$ cat src/rtl/hazard_sched_ctrl_pkg.sv
// Shared types for the pipeline hazard scheduler: forwarding selects, FSM
// state encoding and the shadow-pipeline entry tracked per in-flight stage.
package hazard_pkg;

    localparam int REG_AW_MAX = 8;

    typedef enum logic [1:0] {
        FWD_RF  = 2'b00,
        FWD_WB  = 2'b01,
        FWD_MEM = 2'b10
    } fwd_sel_t;

    typedef logic [0:0] state_t;
    localparam state_t RUN      = 1'b0;
    localparam state_t MEM_WAIT = 1'b1;

    // Register fields are widened to REG_AW_MAX so one struct serves any REG_AW
    typedef struct packed {
        logic [REG_AW_MAX-1:0] rs1;
        logic [REG_AW_MAX-1:0] rs2;
        logic [REG_AW_MAX-1:0] rd;
        logic                  reg_write;
        logic                  is_load;
        logic                  mem_op;
    } shadow_t;

    localparam shadow_t BUBBLE = '0;

endpackage

$ cat src/rtl/hazard_sched_ctrl_if.sv
// Decode/control bundle between the core pipeline (master) and the hazard
// scheduler (slave).
interface hazard_sched_ctrl_if #(
    parameter int REG_AW = 5
);
    logic              id_valid;
    logic [REG_AW-1:0] id_rs1;
    logic [REG_AW-1:0] id_rs2;
    logic [REG_AW-1:0] id_rd;
    logic              id_reg_write;
    logic              id_is_load;
    logic              id_mem_op;
    logic              ex_pc_src;
    logic              dmem_ready;
    logic [1:0]        fwd_a_e;
    logic [1:0]        fwd_b_e;
    logic              stall_f;
    logic              stall_d;
    logic              stall_e;
    logic              stall_m;
    logic              flush_d;
    logic              flush_e;
    logic              flush_w;
    logic              mem_timeout;

    modport master (
        output id_valid, id_rs1, id_rs2, id_rd, id_reg_write, id_is_load,
               id_mem_op, ex_pc_src, dmem_ready,
        input  fwd_a_e, fwd_b_e, stall_f, stall_d, stall_e, stall_m,
               flush_d, flush_e, flush_w, mem_timeout
    );

    modport slave (
        input  id_valid, id_rs1, id_rs2, id_rd, id_reg_write, id_is_load,
               id_mem_op, ex_pc_src, dmem_ready,
        output fwd_a_e, fwd_b_e, stall_f, stall_d, stall_e, stall_m,
               flush_d, flush_e, flush_w, mem_timeout
    );

endinterface

$ cat src/rtl/hazard_sched_ctrl_fwd_sel.sv
// One execute-stage operand's forwarding select: compares the E source
// register against the M and W destinations.
module hazard_fwd_sel
    import hazard_pkg::*;
(
    input  logic [REG_AW_MAX-1:0] rs_i,
    input  logic [REG_AW_MAX-1:0] m_rd_i,
    input  logic                  m_reg_write_i,
    input  logic [REG_AW_MAX-1:0] w_rd_i,
    input  logic                  w_reg_write_i,
    output fwd_sel_t              sel_o
);

    logic rs_nz_s;

    assign rs_nz_s = (rs_i != '0);

    // M holds the younger result, so it takes priority over W
    always_comb begin
        sel_o = FWD_RF;
        if (rs_nz_s && m_reg_write_i && (m_rd_i == rs_i)) begin
            sel_o = FWD_MEM;
        end else if (rs_nz_s && w_reg_write_i && (w_rd_i == rs_i)) begin
            sel_o = FWD_WB;
        end else begin
            sel_o = FWD_RF;
        end
    end

endmodule

$ cat src/rtl/hazard_sched_ctrl.sv
// Pipeline hazard scheduler: forwarding selects plus stall/flush sequencing
// for branches, load-use hazards and data-memory wait states.
module hazard_sched_ctrl
    import hazard_pkg::*;
#(
    parameter int REG_AW   = 5,
    parameter int MAX_WAIT = 15
) (
    input logic                clk,
    input logic                reset_n,
    hazard_sched_ctrl_if.slave hz
);

    localparam logic [7:0] WAIT_LIMIT = 8'(MAX_WAIT);

    logic [REG_AW-1:0] id_rs1_s;
    logic [REG_AW-1:0] id_rs2_s;
    logic [REG_AW-1:0] id_rd_s;
    shadow_t           id_entry_s;
    shadow_t           e_q, m_q, w_q;
    shadow_t           e_d, m_d, w_d;
    state_t            state_q, state_d;
    logic [7:0]        wait_cnt_q, wait_cnt_d;
    logic              timeout_q, timeout_d;
    logic              wait_s;
    logic              branch_s;
    logic              load_use_s;
    logic              flush_e_s;
    fwd_sel_t          fwd_a_s, fwd_b_s;
    logic              unused_shadow_s;

    assign id_rs1_s = hz.id_rs1;
    assign id_rs2_s = hz.id_rs2;
    assign id_rd_s  = hz.id_rd;

    // Decode instruction widened into shadow format; invalid slots become bubbles
    always_comb begin
        id_entry_s = BUBBLE;
        if (hz.id_valid) begin
            id_entry_s.rs1       = REG_AW_MAX'(id_rs1_s);
            id_entry_s.rs2       = REG_AW_MAX'(id_rs2_s);
            id_entry_s.rd        = REG_AW_MAX'(id_rd_s);
            id_entry_s.reg_write = hz.id_reg_write;
            id_entry_s.is_load   = hz.id_is_load;
            id_entry_s.mem_op    = hz.id_mem_op;
        end else begin
            id_entry_s = BUBBLE;
        end
    end

    // A pending memory access outranks the branch, which outranks load-use
    assign wait_s     = m_q.mem_op & ~hz.dmem_ready;
    assign branch_s   = hz.ex_pc_src & ~wait_s;
    assign load_use_s = ~wait_s & ~hz.ex_pc_src & hz.id_valid & e_q.is_load
                      & (e_q.rd != '0)
                      & ((e_q.rd == id_entry_s.rs1) | (e_q.rd == id_entry_s.rs2));
    assign flush_e_s  = branch_s | load_use_s;

    assign hz.stall_f     = reset_n & (wait_s | load_use_s);
    assign hz.stall_d     = reset_n & (wait_s | load_use_s);
    assign hz.stall_e     = reset_n & wait_s;
    assign hz.stall_m     = reset_n & wait_s;
    assign hz.flush_d     = reset_n & branch_s;
    assign hz.flush_e     = reset_n & flush_e_s;
    assign hz.flush_w     = reset_n & wait_s;
    assign hz.mem_timeout = timeout_q;

    hazard_fwd_sel u_fwd_a (
        .rs_i          (e_q.rs1),
        .m_rd_i        (m_q.rd),
        .m_reg_write_i (m_q.reg_write),
        .w_rd_i        (w_q.rd),
        .w_reg_write_i (w_q.reg_write),
        .sel_o         (fwd_a_s)
    );

    hazard_fwd_sel u_fwd_b (
        .rs_i          (e_q.rs2),
        .m_rd_i        (m_q.rd),
        .m_reg_write_i (m_q.reg_write),
        .w_rd_i        (w_q.rd),
        .w_reg_write_i (w_q.reg_write),
        .sel_o         (fwd_b_s)
    );

    assign hz.fwd_a_e = fwd_a_s;
    assign hz.fwd_b_e = fwd_b_s;

    // Shadow pipeline advance: E/M freeze during a memory wait while W drains
    always_comb begin
        e_d = e_q;
        m_d = m_q;
        w_d = w_q;
        if (wait_s) begin
            e_d = e_q;
            m_d = m_q;
            w_d = BUBBLE;
        end else begin
            e_d = flush_e_s ? BUBBLE : id_entry_s;
            m_d = e_q;
            w_d = m_q;
        end
    end

    // FSM next state
    always_comb begin
        state_d = state_q;
        case (state_q)
            RUN:      state_d = wait_s ? MEM_WAIT : RUN;
            MEM_WAIT: state_d = hz.dmem_ready ? RUN : MEM_WAIT;
            default:  state_d = RUN;
        endcase
    end

    // Saturating wait counter; timeout is sticky once the limit is reached
    always_comb begin
        wait_cnt_d = 8'd0;
        timeout_d  = timeout_q;
        if ((state_q == MEM_WAIT) && !hz.dmem_ready) begin
            wait_cnt_d = (wait_cnt_q == 8'hFF) ? wait_cnt_q : (wait_cnt_q + 8'd1);
            if (wait_cnt_d == WAIT_LIMIT) begin
                timeout_d = 1'b1;
            end else begin
                timeout_d = timeout_q;
            end
        end else begin
            wait_cnt_d = 8'd0;
        end
    end

    // State registers
    always_ff @(posedge clk or negedge reset_n) begin
        if (!reset_n) begin
            e_q        <= BUBBLE;
            m_q        <= BUBBLE;
            w_q        <= BUBBLE;
            state_q    <= RUN;
            wait_cnt_q <= 8'd0;
            timeout_q  <= 1'b0;
        end else begin
            e_q        <= e_d;
            m_q        <= m_d;
            w_q        <= w_d;
            state_q    <= state_d;
            wait_cnt_q <= wait_cnt_d;
            timeout_q  <= timeout_d;
        end
    end

    assign unused_shadow_s = ^{w_q.rs1, w_q.rs2, w_q.is_load, w_q.mem_op};

endmodule

$ cat src/flat_wrapper.sv
// flat-port wrapper written by rule: the top's interface ports become plain ports
module hazard_sched_ctrl_flat import hazard_pkg::*;
#(
    parameter int REG_AW   = 5,
    parameter int MAX_WAIT = 15
)
  (clk, reset_n, hz_id_valid, hz_id_rs1, hz_id_rs2, hz_id_rd, hz_id_reg_write, hz_id_is_load, hz_id_mem_op, hz_ex_pc_src, hz_dmem_ready, hz_fwd_a_e, hz_fwd_b_e, hz_stall_f, hz_stall_d, hz_stall_e, hz_stall_m, hz_flush_d, hz_flush_e, hz_flush_w, hz_mem_timeout);
  hazard_sched_ctrl_if #(.REG_AW(REG_AW)) hz_i ();
  input logic clk;
  input logic reset_n;
  input wire logic [$bits(hz_i.id_valid)-1:0] hz_id_valid;
  input wire logic [$bits(hz_i.id_rs1)-1:0] hz_id_rs1;
  input wire logic [$bits(hz_i.id_rs2)-1:0] hz_id_rs2;
  input wire logic [$bits(hz_i.id_rd)-1:0] hz_id_rd;
  input wire logic [$bits(hz_i.id_reg_write)-1:0] hz_id_reg_write;
  input wire logic [$bits(hz_i.id_is_load)-1:0] hz_id_is_load;
  input wire logic [$bits(hz_i.id_mem_op)-1:0] hz_id_mem_op;
  input wire logic [$bits(hz_i.ex_pc_src)-1:0] hz_ex_pc_src;
  input wire logic [$bits(hz_i.dmem_ready)-1:0] hz_dmem_ready;
  output wire logic [$bits(hz_i.fwd_a_e)-1:0] hz_fwd_a_e;
  output wire logic [$bits(hz_i.fwd_b_e)-1:0] hz_fwd_b_e;
  output wire logic [$bits(hz_i.stall_f)-1:0] hz_stall_f;
  output wire logic [$bits(hz_i.stall_d)-1:0] hz_stall_d;
  output wire logic [$bits(hz_i.stall_e)-1:0] hz_stall_e;
  output wire logic [$bits(hz_i.stall_m)-1:0] hz_stall_m;
  output wire logic [$bits(hz_i.flush_d)-1:0] hz_flush_d;
  output wire logic [$bits(hz_i.flush_e)-1:0] hz_flush_e;
  output wire logic [$bits(hz_i.flush_w)-1:0] hz_flush_w;
  output wire logic [$bits(hz_i.mem_timeout)-1:0] hz_mem_timeout;
  assign hz_i.id_valid = hz_id_valid;
  assign hz_i.id_rs1 = hz_id_rs1;
  assign hz_i.id_rs2 = hz_id_rs2;
  assign hz_i.id_rd = hz_id_rd;
  assign hz_i.id_reg_write = hz_id_reg_write;
  assign hz_i.id_is_load = hz_id_is_load;
  assign hz_i.id_mem_op = hz_id_mem_op;
  assign hz_i.ex_pc_src = hz_ex_pc_src;
  assign hz_i.dmem_ready = hz_dmem_ready;
  assign hz_fwd_a_e = hz_i.fwd_a_e;
  assign hz_fwd_b_e = hz_i.fwd_b_e;
  assign hz_stall_f = hz_i.stall_f;
  assign hz_stall_d = hz_i.stall_d;
  assign hz_stall_e = hz_i.stall_e;
  assign hz_stall_m = hz_i.stall_m;
  assign hz_flush_d = hz_i.flush_d;
  assign hz_flush_e = hz_i.flush_e;
  assign hz_flush_w = hz_i.flush_w;
  assign hz_mem_timeout = hz_i.mem_timeout;
  hazard_sched_ctrl #(.REG_AW(REG_AW), .MAX_WAIT(MAX_WAIT)) u_core (.clk(clk), .reset_n(reset_n), .hz(hz_i));
endmodule
$ cat config.mk
export PLATFORM = sky130hd
export DESIGN_NAME = hazard_sched_ctrl_flat
export DESIGN_NICKNAME = d
export VERILOG_FILES = /design/src/rtl/hazard_sched_ctrl_pkg.sv /design/src/rtl/hazard_sched_ctrl_if.sv /design/src/rtl/hazard_sched_ctrl_fwd_sel.sv /design/src/rtl/hazard_sched_ctrl.sv /design/src/flat_wrapper.sv
export SDC_FILE = /design/constraint.sdc
export NUM_CORES = 1
export LEC_CHECK = 0
export BUFFER_PORTS_ARGS = -buffer_cell sky130_fd_sc_hd__buf_2
export CAP_MARGIN = 20
export CORE_MARGIN = 10
export CORE_UTILIZATION = 61
export DETAILED_ROUTE_END_ITERATION = 6
export PLACE_DENSITY = 0.84
export SLEW_MARGIN = 25
export SYNTH_ARGS = -nofsm -noshare
export SYNTH_HDL_FRONTEND = slang
export SYNTH_SLANG_ARGS = --single-unit
$ cat constraint.sdc
create_clock -name clk -period 3.8 [get_ports clk]
set_input_delay 0 -clock clk [delete_from_list [all_inputs] [get_ports clk]]
set_output_delay 0 -clock clk [all_outputs]
set_load 0.05 [all_outputs]
* Word-level counts from Yosys, hierarchy flattened *
Cells that the tools add are included.
Widths: inputs -> output; s select.

operators by class
  $add $sub $neg = 1
  equal/unequal tests = 8
  mux-type cells = 12
  bitwise logic cells = 18
  reductions and logical operators = 14

operator list
  kind                 count
  $mux 24              2
  $eq 8x8->1           5
  $reduce_bool 8->1    3
  $mux 8               2
  $and 1x1->1          11
  $mux 11              1
  $logic_and 1x1->1    9
  $add 8x1->8 const B  1
  $eq 8x4->1 const B   1
  $eq 8x5->1           1
  $eq 8x8->1 const B   1
  $mux 1               4
  $mux 2               2
  $not 1->1            4
  $or 1x1->1           3
  $pmux 1 s2           1
  $reduce_and 2->1     1
  $logic_not 1->1      1

word-level totals
  bits in registers = 57
  input port bits = 23
  output and inout port bits = 12
  logic and storage cells = 68

* Depth between registers and ports, before layout *
Gate-level depths: netlist (run 1).

  depth in word-level cells = 10
  gate-level depth with buffers = 8
  depth with buffers taken out = 6

* Modules after synthesis *
A second synthesis (run 1) with hierarchy kept.

second synthesis, totals
  cell total of the unflattened synthesis = 223
  area, all modules = 2,258.4 um^2

by module, submodules not included
  module             times used  cells an instance  area an instance (um^2)  seq. area each (um^2)
  hazard_sched_ctrl  1           169                1,853.0                  1,026.0
  hazard_fwd_sel     2           27                 202.7                    0.0

* Worst setup path after synthesis (run 1) *
OpenSTA, ideal clock, no wires.

  path kind = reg2out
  start point = register u_core.e_q[22] (netlist name)
  end point = output hz_fwd_a_e[0]
  arrival = 2,892 ps
  slack = 908 ps
  stages on the path, launching flop included = 5
  cells stage by stage = dfrtp_1 or4_1 nor2_1 nor4_1 nor4_1

on the way
  word-level cells in the longest chain between the ends = 5
  elaborated cells on any way between the ends = 9
  classes of those cells = eq/ne (2); mux (2); reduce/logical (5)

RTL lines
  item                            line                             RTL
  from (decl)                     hazard_sched_ctrl.sv:20          shadow_t e_q, m_q, w_q;
  from (signal assigned)          hazard_sched_ctrl.sv:134         e_q <= BUBBLE;
  from (signal assigned)          hazard_sched_ctrl.sv:141         e_q <= e_d;
  $reduce_bool 8->1               hazard_sched_ctrl_fwd_sel.sv:16  assign rs_nz_s = (rs_i != '0);
  $logic_and 1x1->1 (2 in a row)  hazard_sched_ctrl_fwd_sel.sv:23  end else if (rs_nz_s && w_reg_write_i && (w_rd_i == rs_i)) begin
  $mux 1                          hazard_sched_ctrl_fwd_sel.sv:23
  $mux 2 (*)                      hazard_sched_ctrl_fwd_sel.sv:21  if (rs_nz_s && m_reg_write_i && (m_rd_i == rs_i)) begin
  to (decl)                       flat_wrapper.sv:20               output wire logic [$bits(hz_i.fwd_a_e)-1:0] hz_fwd_a_e;

Every way passes the cells marked *; elsewhere a longest branch is shown, timed or not.

* Final worst setup path (run 1) *
  start point = register u_core.e_q[4] (netlist name)
  end point = output hz_stall_d

on the way
  word-level cells in the longest chain between the ends = 5
  elaborated cells on any way between the ends = 8
  classes of those cells = eq/ne (2); bitwise (5); reduce/logical (1)

RTL lines
  item                                       line                                              RTL
  $eq 8x5->1 (tied with other cells)         hazard_sched_ctrl.sv:56                           & ((e_q.rd == id_entry_s.rs1) | (e_q.rd == id_entry_s.rs2));
  $or 1x1->1 or $and 1x1->1 (tied branches)  hazard_sched_ctrl.sv:56, hazard_sched_ctrl.sv:55
  $and 1x1->1 (*)                            hazard_sched_ctrl.sv:56
  $or 1x1->1 (*)                             hazard_sched_ctrl.sv:60                           assign hz.stall_d = reset_n & (wait_s | load_use_s);
  $and 1x1->1 (*)                            hazard_sched_ctrl.sv:60
  to (decl)                                  flat_wrapper.sv:23                                output wire logic [$bits(hz_i.stall_d)-1:0] hz_stall_d;

Marks and branches as above.

==> results of run 1 <==
[synth_stat cells (all sizes together), types with 6 or more instances]
library cell   n
nand2         67
o21ai         23
nand2b        10
xor2           6
nand3          6
xnor2         20
dfrtp         41
and2           7
clkbuf         8
buf            9
nor2          13
nand4          8
[cells by family (layout without fill, tap and decap cells)]
logic type | Yosys count | after routing | share of synthesized area
and+or+nand+nor | 133 | 133 | 0.283
muxes | 2 | 2 | 0.00885
DFF | 41 | 41 | 0.454
xor gates and xnor gates | 26 | 26 | 0.101
AOI/OAI and AO/OA | 36 | 36 | 0.101
adders and majority gates | 1 | 1 | 0.00553
buffers and inverters | 20 | 64 | 0.0481
[per-stage QoR]
stage / worst slack (ns) / hold slack, ns / instances / util
global route: 1.19 / 0.122 / 351 / 0.742
detailed placement: 1.64 / 0.188 / 325 / 0.663
CTS: 1.31 / 0.137 / 351 / 0.740
global placement: 1.75 / 0.183 / 325 / 0.663
floorplan: 0.908 / -0.296 / 259 / -
finish: 1.40 / 0.0911 / 351 / 0.742
[registers in the layout, summed over array words and instances (netlist names)]
name and cells:
u_core.w_q 6, u_core.e_q 18, u_core.m_q 7, u_core.hz.mem_timeout 1, u_core.wait_cnt_q 8, u_core.state_q 1
[layout by cell type (no fill, tap or decap), drive strengths merged, types with 2 or more instances in the layout]
cell type,instances
nor4bb,2
clkbuf,6
a221o,2
xor2,6
o21ai,23
nor3,4
dfrtp,41
inv,3
nand2b,10
and2,7
nor2,13
dlygate4sd3,19
nor2b,3
a21oi,2
nand2,67
and3,3
a41oi,2
nor4,4
mux2i,2
nand4,8
a31o,2
xnor2,20
a311oi,2
nand3,6
or4,2
buf,35
[layout make-up]
class | instances | share of cell area
multi-input combinational | 198 | 0.422
sequential | 41 | 0.381
tap | 48 | 0.0223
clock inverter | 1 | 0.00278
timing repair buffer | 54 | 0.137
inverter | 3 | 0.00418
clock buffer | 6 | 0.0306
[routing by layer]
metal | global-route usage | vias up
met5 | 0 | -
met4 | 0.0502 | 0
met3 | 0.0618 | 8
met2 | 0.269 | 45
met1 | 0.206 | 917
li1 | - | 970
[where the power goes]
group | internal, W | switching [W]
sequential | 0.000458 | 0.0000272
clock | 0.000143 | 0.000145
combinational | 0.0000694 | 0.0000843
total | 0.000671 | 0.000257
[worst paths after layout]
kind                                       start                    end  slack [ns]
setup / recovery                   u_core.e_q[4]             hz_stall_d        1.40
hold / removal                      hz_ex_pc_src         u_core.e_q[23]        0.09
setup reg to reg                   u_core.e_q[4]          u_core.e_q[5]        1.87
hold reg to reg            u_core.hz.mem_timeout  u_core.hz.mem_timeout        0.47
max in group asynchronous                reset_n          u_core.m_q[6]        3.21
min in group asynchronous                reset_n          u_core.e_q[4]        0.21
[critical path: stages (launching register included)]
cell	delay (ns)
sky130_fd_sc_hd__dfrtp_1	0.47
sky130_fd_sc_hd__nor2b_1	0.17
sky130_fd_sc_hd__a221o_1	0.27
sky130_fd_sc_hd__a311oi_1	0.25
sky130_fd_sc_hd__o221a_2	0.46
sky130_fd_sc_hd__a31o_1	0.21
sky130_fd_sc_hd__buf_2	0.27
==> metrics.md, run 1 <==
| Metric | Value |
|---|---|
| Outcome | `finished clean` |
| Worst Max-Slew Pin Slew | `0.767 ns` |
| Antenna violations before repair | `0` |
| Antenna Violating Nets Remaining | `0` |
| Critical Setup Path Class | `reg2out` |
| Post-CTS setup repair buffer count | `0` |
| Arrival time reported for the critical path endpoint | `2.40 ns` |
| I/O pin count | `35` |
| Power Total | `0.000928 W` |
| Final Max Slew Viols | `0` |
| Power density over the cells | `344 nW/um^2` |
| Drt via density | `5.53` |
| Worst R2R Path Depth | `5` |
| Period utilisation layout | `0.632` |
| Placer's final routability congestion estimate | `0.859` |
| Final TNS setup | `0 ns` |
| Clk slew on worst S/H paths | `0.07 ns` |
| Gate Count Post-Synth | `259` |
| Largest net degree at the start of global routing | `46` |
| Met3 wire length | `345 um` |
| Detailed-router iteration count before antenna repair | `4` |
| Global-route wire length before repair | `8.83 mm` |
| Row count | `22` |
| Seq. cell area | `1030 um^2` |
| Cell types occupying the most area after synthesis | `sky130_fd_sc_hd__dfrtp_1, sky130_fd_sc_hd__nand2_1, sky130_fd_sc_hd__xnor2_1` |
| Worst-path fanout max | `20` |
| Fill cell count | `263` |
| Lkg Pwr | `1.25 nW` |
| Total half-perimeter wirelength after legalization and detailed placement | `3.60 mm` |
| Die outline area | `6540 um^2` |
| Area growth, synth to finish | `19.2%` |
| Max-cap violations | `0` |
| Share of cells above drive strength 1 | `0.145` |
| Antenna diode instance count | `0` |
| Synth Warn # | `0` |
| Type of element capturing the critical path | `output port` |
| Synth top area share | `0.454` |
| Highest attainable clock frequency | `416 MHz` |
| Final net count | `327` |
| Total area of multi-input combinational cells | `1140 um^2` |
| Overall fraction of global-route tracks in use | `0.167` |
| Post-route cell area | `2700 um^2` |
| WP data required | `3.80 ns` |
| Hold Vio Cnt, Final | `0` |
| Input/output buffers | `34` |
| Routed vias | `1940` |
| RSZ-0062 raised after global routing | `no` |
| Placement-stage cell area | `2410 um^2` |
| Mapped Area | `2260 um^2` |
| Top metal layer carrying routed signals | `met4` |
| Buffer type at the clock tree root | `sky130_fd_sc_hd__clkbuf_8` |
| Proportion of synthesized flip-flops having asynchronous set or reset | `1.00` |
| Count of clock tree sinks | `41` |
| Clock tree from TritonCTS | `done` |
| Type of the most critical hold path | `in2reg` |
| Number of hold buffers added after cts | `19` |
| Worst clock skew on the final layout | `0.00501 ns` |
| Global route total overflow | `0` |
| Average cell area after synthesis | `8.73 um^2` |
| Maximum number of buffers from clock root to sink | `2` |
| Number of design-rule violations left by the first detailed-router iteration | `131` |
| Initial core utilization | `0.623` |
| Synthesized flop and latch total | `41` |
| Number of enable flip-flop cells after synthesis | `0` |
| Wire length on met1 | `2.27 mm` |
| Worst slew margin relative to its limit | `0.488` |
| Number of gates given a new drive strength after cts | `0` |
| Final routed wire length divided by cell count | `14.6 um` |
| Number of global-route vias before repair | `1898` |
| Most used flip-flop cell after synthesis | `sky130_fd_sc_hd__dfrtp_1` |
| Insertion delay to the later sink of the worst-skew pair | `0.29 ns` |
| Cts bufs inserted | `5` |
| Die X-Extent | `80.9 um` |
| Die outline height | `80.9 um` |
| Number of design rule violations left after detail routing | `0` |
| Worst hold stages | `4` |
| Depth of the CTS H-tree | `2` |
| Syn Nets | `283` |
| Core Box Area | `3630 um^2` |
| Cell type contributing the most total cell area after synthesis | `sky130_fd_sc_hd__dfrtp_1` |
| Routed wire length | `5.14 mm` |
| Worst vdd rail ir drop | `0.283 mV` |
| Number of setup violations in the final report | `0` |
| Share of the yosys chip area belonging to registers | `0.454` |
| Minimum clock period | `2.40 ns` |
| Met2 wire len | `2.46 mm` |
| Type of element launching the critical path | `register` |
| Post-synthesis cell type count | `36` |
Note: power is estimated with default switching activity, not from simulation.
==> inputs of run 2 (changes only) <==
- ABC_AREA: not set -> 1
- CORE_UTILIZATION: 61 -> 51
- PLACE_DENSITY: 0.84 -> 0.74
- clock period: 3.8 -> 1.9 ns (I/O delays scaled with it)
==> run 2 against run 1 <==
Via count rose by 14%. Die area grew 21%. Clock power grew to 2.9 times the previous value. Final area rose by 3.2%. Wire length increased by 10%. Total power rose by 140%. Critical path depth up 4. Largest cell class unchanged.
==> metrics.md, run 2 <==
| Metric | Value |
|---|---|
| I/O pin count | `35 (unchanged)` |
| Insertion delay to the later sink of the worst-skew pair | `0.29 ns (about the same)` |
| Lkg Pwr | `1.46 nW (+17%)` |
| Core Box Area | `4660 um^2 (+28%)` |
| Share of the yosys chip area belonging to registers | `0.422 (-0.0315)` |
| Most repeated cell in the gate-level netlist after synthesis | `sky130_fd_sc_hd__nand2_1` |
| Outcome | `finished clean` |
| Syn Nets | `366 (+29%)` |
| Area growth, synth to finish | `14.4%` |
| Mapped Area | `2430 um^2 (+7.5%)` |
| Antenna violations before repair | `0 (unchanged)` |
| Number of design-rule violations left by the first detailed-router iteration | `162 (+24%)` |
| Utilization of the core after routing | `0.597 (-0.145)` |
| Net Switching | `0.000627 W (+140%)` |
| Arrival time reported for the critical path endpoint | `1.81 ns (-0.59 ns)` |
| Gate Count Post-Synth | `342 (+32%)` |
| Sequential Power Share | `0.445 (-0.078)` |
| Cell types occupying the most area after synthesis | `sky130_fd_sc_hd__dfrtp_1, sky130_fd_sc_hd__nand2_1, sky130_fd_sc_hd__nor2_1` |
| Antenna diode instance count | `0 (unchanged)` |
| Detailed-router iteration count before antenna repair | `4 (unchanged)` |
| Synth top area share | `0.422 (-0.0315)` |
| Number of design rule violations left after detail routing | `0 (unchanged)` |
| Number of setup violations in the final report | `0 (unchanged)` |
| Overall fraction of global-route tracks in use | `0.151 (-0.0167)` |
| Post-synthesis cell type count | `25 (-31%)` |
| Cts bufs inserted | `5 (unchanged)` |
| Worst clock skew on the final layout | `0.00817 ns (+0.00316 ns)` |
| Worst vdd rail ir drop | `0.462 mV (+63%)` |
| Antenna Violating Nets Remaining | `0 (unchanged)` |
| Power density over the cells | `799 nW/um^2 (+130%)` |
| Top post-synthesis cells by count | `sky130_fd_sc_hd__nand2_1, sky130_fd_sc_hd__nor2_1, sky130_fd_sc_hd__dfrtp_1` |
| Final net count | `398 (+22%)` |
| Type of element launching the critical path | `register` |
| Biggest regs | `u_core.e_q: 18 flops, u_core.wait_cnt_q: 8 flops, u_core.m_q: 7 flops` |
| Global route total overflow | `0 (unchanged)` |
| Type of element capturing the critical path | `output port` |
| Flip-flop count of the largest register after layout | `18 (unchanged)` |
| Cell type contributing the most total cell area after synthesis | `sky130_fd_sc_hd__dfrtp_1` |
| Number of global-route vias before repair | `2082 (+9.7%)` |
| Buffer type at the clock tree root | `sky130_fd_sc_hd__clkbuf_8` |
| Clk slew on worst S/H paths | `0.09 ns (+0.02 ns)` |
| Die outline area | `7930 um^2 (+21%)` |
| Global-route wire length before repair | `9.65 mm (+9.3%)` |
| Highest attainable clock frequency | `553 MHz` |
| Period utilisation layout | `0.952` |
| Routed vias | `2218 (+14%)` |
| Total area of multi-input combinational cells | `1200 um^2 (+5.1%)` |
| Type of the most critical hold path | `in2reg` |
| Most used flip-flop cell after synthesis | `sky130_fd_sc_hd__dfrtp_1` |
| Maximum number of buffers from clock root to sink | `2 (unchanged)` |
| Seq. cell area | `1030 um^2 (+0.12%)` |
| Total half-perimeter wirelength after legalization and detailed placement | `4.05 mm (+12%)` |
| Final Max Slew Viols | `0 (unchanged)` |
| Power Total | `0.00222 W (+140%)` |
| Register ranked first by flip-flop count | `u_core.e_q` |
| Minimum clock period | `1.81 ns` |
| Average cell area after synthesis | `7.11 um^2 (-19%)` |
| WP data required | `1.90 ns (-1.90 ns)` |
| Largest net degree at the start of global routing | `54 (+17%)` |
| Placement-stage cell area | `2590 um^2 (+7.4%)` |
| Hold WS | `0.00995 ns (-0.0811 ns)` |
| Placer's final routability congestion estimate | `0.928 (+8.0%)` |
| Depth of the CTS H-tree | `2 (unchanged)` |
| Leading cell types in the layout, fill and taps excluded | `sky130_fd_sc_hd__nand2_1, sky130_fd_sc_hd__nor2_1, sky130_fd_sc_hd__dfrtp_1` |
| Count of clock tree sinks | `41 (unchanged)` |
| Hold Vio Cnt, Final | `0 (unchanged)` |
| Share of cells above drive strength 1 | `0.176 (+0.0308)` |
| Worst-path fanout max | `10 (-50%)` |
| Initial core utilization | `0.522 (-0.101)` |
| Fill cell count | `428 (+63%)` |
| Clock power frac | `0.381 (+0.070)` |
| Proportion of synthesized flip-flops having asynchronous set or reset | `1.00 (unchanged)` |
| Die X-Extent | `89.0 um (+10%)` |
| Critical Setup Path Class | `reg2out` |
| Final routed wire length divided by cell count | `13.2 um (-9.8%)` |
| Input/output buffers | `34 (unchanged)` |
| Die outline height | `89.0 um (+10%)` |
| Synth Warn # | `0 (unchanged)` |
| Internal | `0.00159 W (+140%)` |
| Number of enable flip-flop cells after synthesis | `0 (unchanged)` |
| Clock tree from TritonCTS | `done` |
| Synthesized flop and latch total | `41 (unchanged)` |
| Most common cell after layout, fill and taps aside | `sky130_fd_sc_hd__nand2_1` |
| Max-cap violations | `0 (unchanged)` |
| Worst Max-Slew Pin Slew | `0.501 ns (-0.266 ns)` |
| Worst slew margin relative to its limit | `0.666 (+0.178)` |
| Routed wire length | `5.66 mm (+10%)` |
| Row count | `25 (+14%)` |
| Combinational group share of total power | `0.174 (+0.008)` |
| Fraction of power spent switching nets | `0.282 (+0.00543)` |
| Post-route cell area | `2780 um^2 (+3.2%)` |
| Drt via density | `5.17 (-6.5%)` |
-- run 2: cell types whose count changed after synthesis, sizes merged, moves of 7 or more --
cell / change
xnor2: -14
inv: +31
nand2b: -10
nand2: +44
nand3: +31
and2: -7
o21ai: -10
nor2: +42
-- run 2: logic make-up after synthesis --
family,count (synthesis),synth area share
flops,41,0.422
fa+ha+maj,1,0.00515
simple gates,213,0.365
buf+inv,49,0.0988
compound gates,25,0.0618
xor+xnor,13,0.0468
-- run 2: per-stage QoR --
| step | setup slack (ns) | TNS, ns | std cells |
|---|---|---|---|
| 3_3_place_gp | 0.193 | 0 | 418 |
| 3_5_place_dp | 0.207 | 0 | 418 |
| 5_1_grt | -0.0224 | -0.0449 | 429 |
| 4_1_cts | -0.0268 | -0.0532 | 427 |
| 6_report | 0.0920 | 0 | 429 |
| 2_1_floorplan | 0.0233 | 0 | 342 |
-- run 2: worst max-delay path, cell delays in order, from the launching register on --
cell and delay [ns]:
sky130_fd_sc_hd__dfrtp_2 0.46, sky130_fd_sc_hd__inv_2 0.09, sky130_fd_sc_hd__nand2_1 0.05, sky130_fd_sc_hd__nand2_1 0.06, sky130_fd_sc_hd__inv_1 0.04, sky130_fd_sc_hd__nor2_1 0.10, sky130_fd_sc_hd__nand3_1 0.09, sky130_fd_sc_hd__nand2_2 0.11
sky130_fd_sc_hd__nand2_4 0.12, sky130_fd_sc_hd__a21oi_4 0.21, sky130_fd_sc_hd__buf_6 0.18
-- run 2: final cells by class --
type                       count  area share
multi-input combinational    253       0.430
sequential                    41       0.369
timing repair buffer          39      0.0810
inverter                      34      0.0459
clock buffer                   5      0.0247
clock inverter                 3      0.0247
tap                           54      0.0243
-- run 2: path summary, 6_finish.rpt --
kind	from	endpoint	slack [ns]	cells after the start
setup reg to reg	u_core.wait_cnt_q[0]	u_core.hz.mem_timeout	0.32	8
min in group asynchronous	reset_n	u_core.e_q[19]	0.36	3
hold reg to reg	u_core.e_q[0]	u_core.m_q[0]	0.48	1
setup / recovery	u_core.e_q[3]	hz_stall_f	0.09	10
max in group asynchronous	reset_n	u_core.e_q[3]	1.17	3
hold / removal	hz_dmem_ready	u_core.wait_cnt_q[5]	0.01	4
-- run 2: repair_timing --
action	CTS	global route
setup buffers	0	1
gates resized for setup	2	11
hold endpoints to repair	41	0
cloned	0	1
endpoints found under the setup margin	3	3
hold buffers	1	0
pin swaps	0	2
-- run 2: power by group through the flow --
| stage | combinational, W | clock, W | sequential, W |
|---|---|---|---|
| after detailed placement | 0.000368 | 0 | 0.00101 |
| after floorplan | 0.000282 | 0 | 0.000987 |
| after global routing | 0.000436 | 0.000911 | 0.000999 |
| after CTS | 0.000376 | 0.000860 | 0.000988 |
| final | 0.000386 | 0.000847 | 0.000989 |
| after global placement | 0.000364 | 0 | 0.00100 |
-- run 2: per-layer routing --
metal / routed length [um] / global-route usage / up-vias / part of all wire
met1: 2460 / 0.189 / 1025 / 0.43
met4: 124 / 0.0549 / 0 / 0.022
met5: 0 / 0 / - / 0
met3: 294 / 0.0428 / 11 / 0.052
li1: - / - / 1135 / -
met2: 2780 / 0.242 / 47 / 0.49
==> inputs of run 3 (changes only) <==
- CORE_UTILIZATION: 51 -> 57
- PLACE_DENSITY: 0.74 -> 0.79
- clock period: 1.9 -> 1.8 ns (I/O delays scaled with it)
==> run 3 against run 2 <==
Clock skew decreased by 0.0043 ns. Hold slack got worse by 0.0013 ns. Sequential cell count unchanged. Final area increased by 1.7%. Utilization increased by 10 points. Wire length increased by 0.92%. Largest cell class unchanged.
==> metrics.md, run 3 (synthesis gave the netlist of run 2 again) <==
| Metric | Value |
|---|---|
| Worst vdd rail ir drop | `0.606 mV (+31%)` |
| Clk slew on worst S/H paths | `0.08 ns (about the same)` |
| Net Switching | `0.000669 W (+6.6%)` |
| Leading cell types in the layout, fill and taps excluded | `sky130_fd_sc_hd__nand2_1, sky130_fd_sc_hd__nor2_1, sky130_fd_sc_hd__dfrtp_1` |
| Outcome | `finished clean` |
| Insertion delay to the later sink of the worst-skew pair | `0.29 ns (about the same)` |
| Die X-Extent | `85.3 um (-4.2%)` |
| Largest stage delay on the critical path | `0.45 ns (about the same)` |
| Global route total overflow | `0 (unchanged)` |
| Standard cell with the maximum stage delay on the critical path | `sky130_fd_sc_hd__dfrtp_2` |
| Number of design rule violations left after detail routing | `0 (unchanged)` |
| Total area of multi-input combinational cells | `1200 um^2 (+0.21%)` |
| Biggest regs | `u_core.e_q: 18 flops, u_core.wait_cnt_q: 8 flops, u_core.m_q: 7 flops` |
| Final Max Slew Viols | `0 (unchanged)` |
| Routed wire length | `5.72 mm (+0.92%)` |
| Max-cap violations | `0 (unchanged)` |
| Highest attainable clock frequency | `571 MHz` |
| Worst clock skew on the final layout | `0.00387 ns (-0.00430 ns)` |
| Global-route wire length before repair | `9.87 mm (+2.3%)` |
| Fill cell count | `329 (-23%)` |
| Worst R2R Path Depth | `9 (+1)` |
| Arrival time reported for the critical path endpoint | `1.75 ns (-0.06 ns)` |
| Flip-flop count of the largest register after layout | `18 (unchanged)` |
| Total half-perimeter wirelength after legalization and detailed placement | `4.00 mm (-1.1%)` |
| Antenna diode instance count | `0 (unchanged)` |
| Hold Vio Cnt, Final | `0 (unchanged)` |
| Clock power frac | `0.337 (-0.044)` |
| Row count | `23 (-8.0%)` |
| Drt via density | `5.25 (+1.5%)` |
| Count of clock tree sinks | `41 (unchanged)` |
| Minimum clock period | `1.75 ns` |
| Lkg Pwr | `1.47 nW (+0.93%)` |
| Internal | `0.00155 W (-2.6%)` |
| Power density over the cells | `786 nW/um^2 (-1.7%)` |
| WP data required | `1.80 ns (-0.10 ns)` |
| Detailed-router iteration count before antenna repair | `4 (unchanged)` |
| Buffer type at the clock tree root | `sky130_fd_sc_hd__clkbuf_8` |
| Placer's final routability congestion estimate | `0.938 (+1.1%)` |
| Most frequent CP cell | `sky130_fd_sc_hd__nand2_1` |
| Register ranked first by flip-flop count | `u_core.e_q` |
| I/O pin count | `35 (unchanged)` |
| Die outline area | `7280 um^2 (-8.2%)` |
| Worst hold stages | `4 (unchanged)` |
| Share of cells above drive strength 1 | `0.202 (+0.0256)` |
| Antenna violations before repair | `0 (unchanged)` |
| Seq. cell area | `1030 um^2 (+0.37%)` |
| Utilization of the core after routing | `0.697 (+0.100)` |
| Maximum number of buffers from clock root to sink | `2 (unchanged)` |
| RSZ-0062 raised after global routing | `yes` |
| Type of element capturing the critical path | `output port` |
| Fraction of power spent switching nets | `0.301 (+0.0186)` |
| Sequential Power Share | `0.471 (+0.026)` |
| Clock tree from TritonCTS | `done` |
| Worst-path fanout max | `7 (-3)` |
| CP cell instances | `inv_2, nand2_1, nand2_1, inv_1, nor2_1, nand3_1, nand2_2, nand2_4, a21oi_4, buf_6` |
| Cts bufs inserted | `5 (unchanged)` |
| Type of the most critical hold path | `in2reg` |
| Depth of the CTS H-tree | `2 (unchanged)` |
| Area growth, synth to finish | `16.4%` |
| CP delay by family, top | `simple AND/OR/NAND/NOR gates` |
| Final net count | `405 (+1.8%)` |
| Critical Setup Path Class | `reg2out` |
| Core Box Area | `4060 um^2 (-13%)` |
| Worst slew margin relative to its limit | `0.661 (-0.00516)` |
| Antenna Violating Nets Remaining | `0 (unchanged)` |
| Number of setup violations in the final report | `0 (unchanged)` |
| Largest net degree at the start of global routing | `45 (-17%)` |
| Number of design-rule violations left by the first detailed-router iteration | `157 (-3.1%)` |
| CP bufs+invs | `3 (unchanged)` |
| Path length in cells of the critical path | `10 (unchanged)` |
| Initial core utilization | `0.599 (+0.0775)` |
| Overall fraction of global-route tracks in use | `0.158 (+0.00739)` |
| Final routed wire length divided by cell count | `13.2 um (+0.22%)` |
| Period utilisation layout | `0.972` |
| Die outline height | `85.3 um (-4.2%)` |
| Worst Max-Slew Pin Slew | `0.509 ns (+0.00775 ns)` |
| Type of element launching the critical path | `register` |
| Most common cell after layout, fill and taps aside | `sky130_fd_sc_hd__nand2_1` |
| Routed vias | `2268 (+2.3%)` |
| Input/output buffers | `34 (unchanged)` |
| Number of global-route vias before repair | `2168 (+4.1%)` |
| Power Total | `0.00222 W (about the same)` |
| Combinational group share of total power | `0.192 (+0.018)` |
## run 3: worst paths after layout
kind                                       startpoint                     to  slack [ns]
min in group asynchronous                     reset_n          u_core.m_q[5]        0.35
worst max-delay path                    u_core.e_q[3]             hz_stall_f        0.05
worst min-delay path                    hz_dmem_ready   u_core.wait_cnt_q[5]       0.009
worst max register to register   u_core.wait_cnt_q[0]  u_core.hz.mem_timeout        0.20
worst min register to register  u_core.hz.mem_timeout  u_core.hz.mem_timeout        0.49
max in group asynchronous                     reset_n          u_core.e_q[3]        1.07
## run 3: metal layers
metal / global-route usage / up-vias / wire length [um]
met3: 0.0325 / 9 / 293
met2: 0.269 / 69 / 2780
li1: - / 1150 / -
met1: 0.201 / 1040 / 2580
met4: 0.0329 / 0 / 60
met5: 0 / - / 0
## run 3: per-stage QoR
step	std cells	worst slack, ns	cell area, um^2	hold WS, ns	TNS [ns]
after CTS	425	0.0167	2760	0.00701	0
after detailed placement	415	0.132	2600	0.155	0
after global placement	415	0.138	2600	0.156	0
after global routing	432	-0.0638	2830	0.0278	-0.127
after floorplan	342	0.0432	2440	-0.296	0
final	432	0.0501	2830	0.00868	0
## run 3: timing repair
action / in CTS / in global routing
resized for setup: 9 / 10
pin swaps: 1 / 3
endpoints found under the setup margin: 3 / 5
gates cloned: 1 / 0
endpoints found under the hold margin: 41 / 0
hold buffers: 1 / 0
buffers inserted: 0 / 7
## run 3: area by class of cell
| class | count | share of cell area |
|---|---|---|
| Clock buffer | 5 | 0.0243 |
| Clock inverter | 3 | 0.0164 |
| Inverter | 34 | 0.0451 |
| Multi-Input combinational cell | 253 | 0.424 |
| Sequential cell | 41 | 0.364 |
| Tap cell | 50 | 0.0221 |
| Timing Repair Buffer | 46 | 0.104 |
## run 3: worst register-to-register path, delay by kind of cell, from the launching register on
family          cells  cell delay, ns
compound gates      1            0.14
fa+ha+maj           1            0.20
buf+inv             1            0.06
flops               1            0.40
simple gates        6            0.72
## run 3: power groups by stage
stage               clock network [W]  registers [W]  logic [W]
floorplan                           0        0.00104   0.000301
global placement                    0        0.00106   0.000389
finish                       0.000750        0.00105   0.000427
detailed placement                  0        0.00106   0.000396
global route                 0.000808        0.00105   0.000481
CTS                          0.000764        0.00104   0.000413
